File: src/rtl/unsigned_seq_multiplier.sv
// Sequential unsigned shift-add multiplier: WIDTH x WIDTH -> 2*WIDTH, one iteration per clock.
// Uses the run/rdy level handshake shared with the shift-subtract divider.
module unsigned_seq_multiplier #(
    parameter int unsigned WIDTH = 32
) (
    input  logic                 clk,
    input  logic                 rst,
    input  logic                 run,
    input  logic [WIDTH-1:0]     multiplicand,
    input  logic [WIDTH-1:0]     multiplier,
    output logic [2*WIDTH-1:0]   product,
    output logic                 busy,
    output logic                 rdy
);

    localparam int unsigned CntW = (WIDTH > 1) ? $clog2(WIDTH) : 1;
    localparam logic [CntW-1:0] CntLast = CntW'(WIDTH - 1);

    typedef enum logic [1:0] {
        StIdle,
        StIter,
        StDone
    } state_e;

    state_e                state_q, state_d;
    logic [CntW-1:0]       count_q, count_d;
    logic [WIDTH-1:0]      mcand_q, mcand_d;
    logic [2*WIDTH-1:0]    product_q, product_d;

    logic [WIDTH:0]        addend;
    logic [WIDTH:0]        sum;
    logic                  last_iter;

    // One bit wider than an operand so the upper-half carry is never dropped.
    always_comb begin
        addend = product_q[0] ? {1'b0, mcand_q} : '0;
        sum    = {1'b0, product_q[2*WIDTH-1:WIDTH]} + addend;
    end

    assign last_iter = (count_q == CntLast);

    // State register
    always_ff @(posedge clk or negedge rst) begin
        if (!rst) begin
            state_q <= StIdle;
        end else begin
            state_q <= state_d;
        end
    end

    // Next-state logic; run low in StIter is a pause, not an abort.
    always_comb begin
        state_d = state_q;
        unique case (state_q)
            StIdle: begin
                if (run) state_d = StIter;
            end
            StIter: begin
                if (run && last_iter) state_d = StDone;
            end
            StDone: begin
                if (!run) state_d = StIdle;
            end
            default: state_d = StIdle;
        endcase
    end

    // Output decode from the state register
    always_comb begin
        busy = 1'b0;
        rdy  = 1'b0;
        unique case (state_q)
            StIdle:  ;
            StIter:  busy = 1'b1;
            StDone:  rdy  = 1'b1;
            default: ;
        endcase
    end

    // Datapath next-state
    always_comb begin
        mcand_d   = mcand_q;
        product_d = product_q;
        count_d   = count_q;
        unique case (state_q)
            StIdle: begin
                if (run) begin
                    mcand_d   = multiplicand;
                    product_d = {{WIDTH{1'b0}}, multiplier};
                    count_d   = '0;
                end
            end
            StIter: begin
                if (run) begin
                    product_d = {sum, product_q[WIDTH-1:1]};
                    count_d   = count_q + 1'b1;
                end
            end
            StDone:  ;
            default: ;
        endcase
    end

    always_ff @(posedge clk or negedge rst) begin
        if (!rst) begin
            mcand_q   <= '0;
            product_q <= '0;
            count_q   <= '0;
        end else begin
            mcand_q   <= mcand_d;
            product_q <= product_d;
            count_q   <= count_d;
        end
    end

    assign product = product_q;

endmodule

File: config.mk
export PLATFORM = sky130hd
export DESIGN_NAME = unsigned_seq_multiplier
export DESIGN_NICKNAME = d
export VERILOG_FILES = /design/src/rtl/unsigned_seq_multiplier.sv
export SDC_FILE = /design/constraint.sdc
export NUM_CORES = 1
export LEC_CHECK = 0
export CORE_MARGIN = 1
export CORE_UTILIZATION = 46
export DETAILED_ROUTE_END_ITERATION = 7
export GPL_ROUTABILITY_DRIVEN = 1
export GPL_TIMING_DRIVEN = 1
export PLACE_DENSITY = 0.74
export SLEW_MARGIN = 5
export SYNTH_ARGS = -nofsm -noshare
export SYNTH_HDL_FRONTEND = slang
export SYNTH_SLANG_ARGS = --single-unit
File: constraint.sdc
create_clock -name clk -period 2.5 [get_ports clk]
set_input_delay 0.625 -clock clk [delete_from_list [all_inputs] [get_ports clk]]
set_output_delay 0.625 -clock clk [all_outputs]
set_load 0.005 [all_outputs]
==> impl_metrics.csv <==
group,metric,value,unit
floorplan,core-area,12700,um2
cts,cts_root_buf,"clkbuf_16",
route,firstDrtPassIters,4,
layout,fin_area,8750,um2
worst_setup_path,cp_data_arrival_time,3.04,ns
layout,fillers,979,
logic_synthesis,ys.warnings.count,0,
cts,cts_tree,"done",
layout,layout_commonest_cell,"clkdlybuf4s50_1",
worst_setup_path,critPathMostFrequentCell,"a21o_1",
route,vias,5360,
global_route,grt_overflow,0,
worst_setup_path,crit_type,"reg -> reg",
layout,diodes,0,
worst_setup_path,crit_buf_inv,1,
layout,syn_to_final_growth,46.0,%
route,routedWlPerCell,16.2,um
sta,setup_slack,-0.311,ns
sta,rsz0062_at_grt,"true",
sta,fin_skew,0.00668,ns
sta,worstMarginPinSlew,0.545,ns
logic_synthesis,synth_edf_count,0,
worst_setup_path,startpoint,"product[0]",
cts,cts_buffer_depth,2,
route,ant_nets,0,
cts,cts_made_buffers,9,
placement,port_buffers,132,
sta,fin_tns_setup,-1.60,ns
sta,setup_viol,18,
logic_synthesis,syn-cell-area,5990,um2
layout,final_cell_mix,"clkdlybuf4s50_1, dfrtp_1, nand2_1, buf_4, o21ai_0",
logic_synthesis,synth.yosys.seq_area_share,43.0,%
global_route,antenna_found_initial,0,
floorplan,rows,41,
sta,post-route-min-period,2.81,ns
placement,dp_cells,963,
worst_setup_path,r2r_start,"product[0]",
sta,relSlewSlack,63.7,%
placement,dpl.hpwl,11400,um
worst_setup_path,worstPathRequired,2.73,ns
cts,worstSkewPairLatency,0.35,ns
sta,max_freq,356,MHz
placement,post_dp_cell_area,8140,um2
cts,clk_pin_slew,0.07,ns
sta,slew_violations,0,
floorplan,dieArea,13500,um2
logic_synthesis,synth_ff_type,"dfrtp_1",
worst_setup_path,path_delay_family,"compound AO/OA/AOI/OAI gates",
logic_synthesis,ys_ff_latch,103,
logic_synthesis,syn_avg_cell_area,9.77,um2
route,drt-vias-per-instance,5.45,
worst_setup_path,crit_path_start_kind,"register",
sta,post-route-period-util,112,%
power_and_ir_drop,p_total,0.00946,W
outcome,violations,"negative setup slack",
route,initialDrtViolationCount,173,
route,wl,15900,um
route,drc,0,
power_and_ir_drop,power.leakage,4.03,nW
logic_synthesis,synth_cell_types,51,
global_route,grt_use_total,23.9,%
hold_path,hp-class,"in -> async",
layout,nNetsFinal,910,
logic_synthesis,ys_async_sr_fraction,100,%
worst_setup_path,slowest_delay,0.41,ns
logic_synthesis,syn_nets,715,
job,cap_violations,0,
worst_setup_path,cp_slowest_cell,"dfrtp_1",
floorplan,pin_count,133,
outcome,status,"finished, violations left",
sta,whs,0.181,ns
global_route,grt_pass1_wl,25100,um
cts,htree_levels,3,
sta,hold_violations,0,
floorplan,dieHeight,116,um
global_route,grt_max_degree,47,
cts,clock_sink_count,103,
floorplan,die_x,116,um
worst_setup_path,path_cells,"buf_12 -> and2_4 -> ha_4 -> a21o_1 -> a21o_1 -> a221o_1 -> a221oi_2 -> o41ai_2 -> a311oi_2 -> xor2_1 -> o21ai_1",
worst_setup_path,worstPathMaxFanout,22,
floorplan,start_util,47.3,%
global_route,grt_pass1_vias,5300,
layout,fin_cells,984,
power_and_ir_drop,p_per_area,1080,nW/um2
layout,drive_above_1_share,23.6,%
logic_synthesis,synthCells,613,
power_and_ir_drop,vdd_ir_drop_max,0.674,mV
placement,gp_routability_congestion,0.885,
worst_setup_path,crit_path_end_kind,"register",
[state kept, by name (all words and copies together) (netlist names)]
name and count:
count_q 5, mcand_q 32, state_q 2, product 64
[where the power goes]
group / switching (W) / internal [W]
clock network: 0.000607 / 0.000752
logic: 0.00224 / 0.00287
registers: 0.000586 / 0.00241
[through the flow]
step | utilization [%] | worst slack [ns]
6_report | 69.0 | -0.311
5_1_grt | 69.0 | -0.377
4_1_cts | 67.5 | -0.280
3_5_place_dp | 64.2 | -0.282
3_3_place_gp | 64.2 | -0.210
2_1_floorplan | - | -0.121
[final cells by class]
type	instances	area (um2)	share of cell area (%)
repair buffers	218	2010	22.9
flip-flops and latches	103	2580	29.5
multi-input cells	467	3630	41.5
well taps	172	215	2.46
clock buffers	13	270	3.09
clock inverters	2	15.0	0.172
inverters	9	33.8	0.386
[worst reg2reg max path: stages, from the launching register on]
cell	delay, ns
dfrtp_1	0.41
buf_12	0.17
and2_4	0.15
ha_4	0.24
a21o_1	0.18
a21o_1	0.20
a221o_1	0.35
a221oi_2	0.30
o41ai_2	0.15
a311oi_2	0.28
xor2_1	0.19
o21ai_1	0.07
[per-layer routing]
metal | wire, um | share of wire [%] | global-route usage [%] | vias to the layer above
li1 | - | - | - | 2565
met1 | 7130 | 45 | 30.5 | 2638
met2 | 7810 | 49 | 40.6 | 134
met3 | 680 | 4.3 | 3.89 | 23
met4 | 276 | 1.7 | 9.32 | 0
met5 | 0 | 0 | 0 | -
[cells in the mapped netlist, types with 7 or more instances]
library cell	number	area (um2)
nor2_1	16	60.1
inv_1	9	33.8
mux2_2	32	360
nor2b_1	7	43.8
a21o_1	16	120
dfrtp_1	103	2580
o21ai_0	69	345
nand2_1	86	323
ha_1	34	425
nand4_1	9	56.3
xnor2_1	13	114
nand3_1	15	75.1
a21oi_1	25	125
clkbuf_1	25	93.8
and2_1	32	200
and3_1	8	50.1
a31oi_1	9	56.3
xor2_1	12	105
buf_1	7	26.3
mux2i_1	35	350
[worst paths after layout]
check                           depth (start not counted)           to  slack [ns]
worst max-delay path                                   11  product[59]       -0.31
worst min-delay path                                    1  mcand_q[21]        0.18
worst max register to register                         11  product[59]       -0.31
worst min register to register                          2   count_q[4]        0.49
max in group asynchronous                               2  product[10]        1.70
min in group clk                                        2   count_q[4]        0.49
[cell families (layout without fill, tap and decap cells)]
| group | after synthesis | after routing | synth area share, % |
|---|---|---|---|
| DFF | 103 | 103 | 43.0 |
| AOI/OAI and AO/OA | 156 | 156 | 16.6 |
| and+or+nand+nor | 184 | 184 | 14.7 |
| adders and majority gates | 35 | 35 | 7.44 |
| buffers and inverters | 43 | 242 | 2.74 |
| muxes | 67 | 67 | 11.9 |
| xor gates and xnor gates | 25 | 25 | 3.66 |
[what timing repair did]
item / 4_1_cts / 5_1_grt
resized for setup: 22 / 25
pin swaps: 10 / 7
hold buffers: 0 / 0
setup buffers: 1 / 5
cloned: 0 / 0
endpoints found under the setup margin: 19 / 22
(Power assumes the default switching activity.)
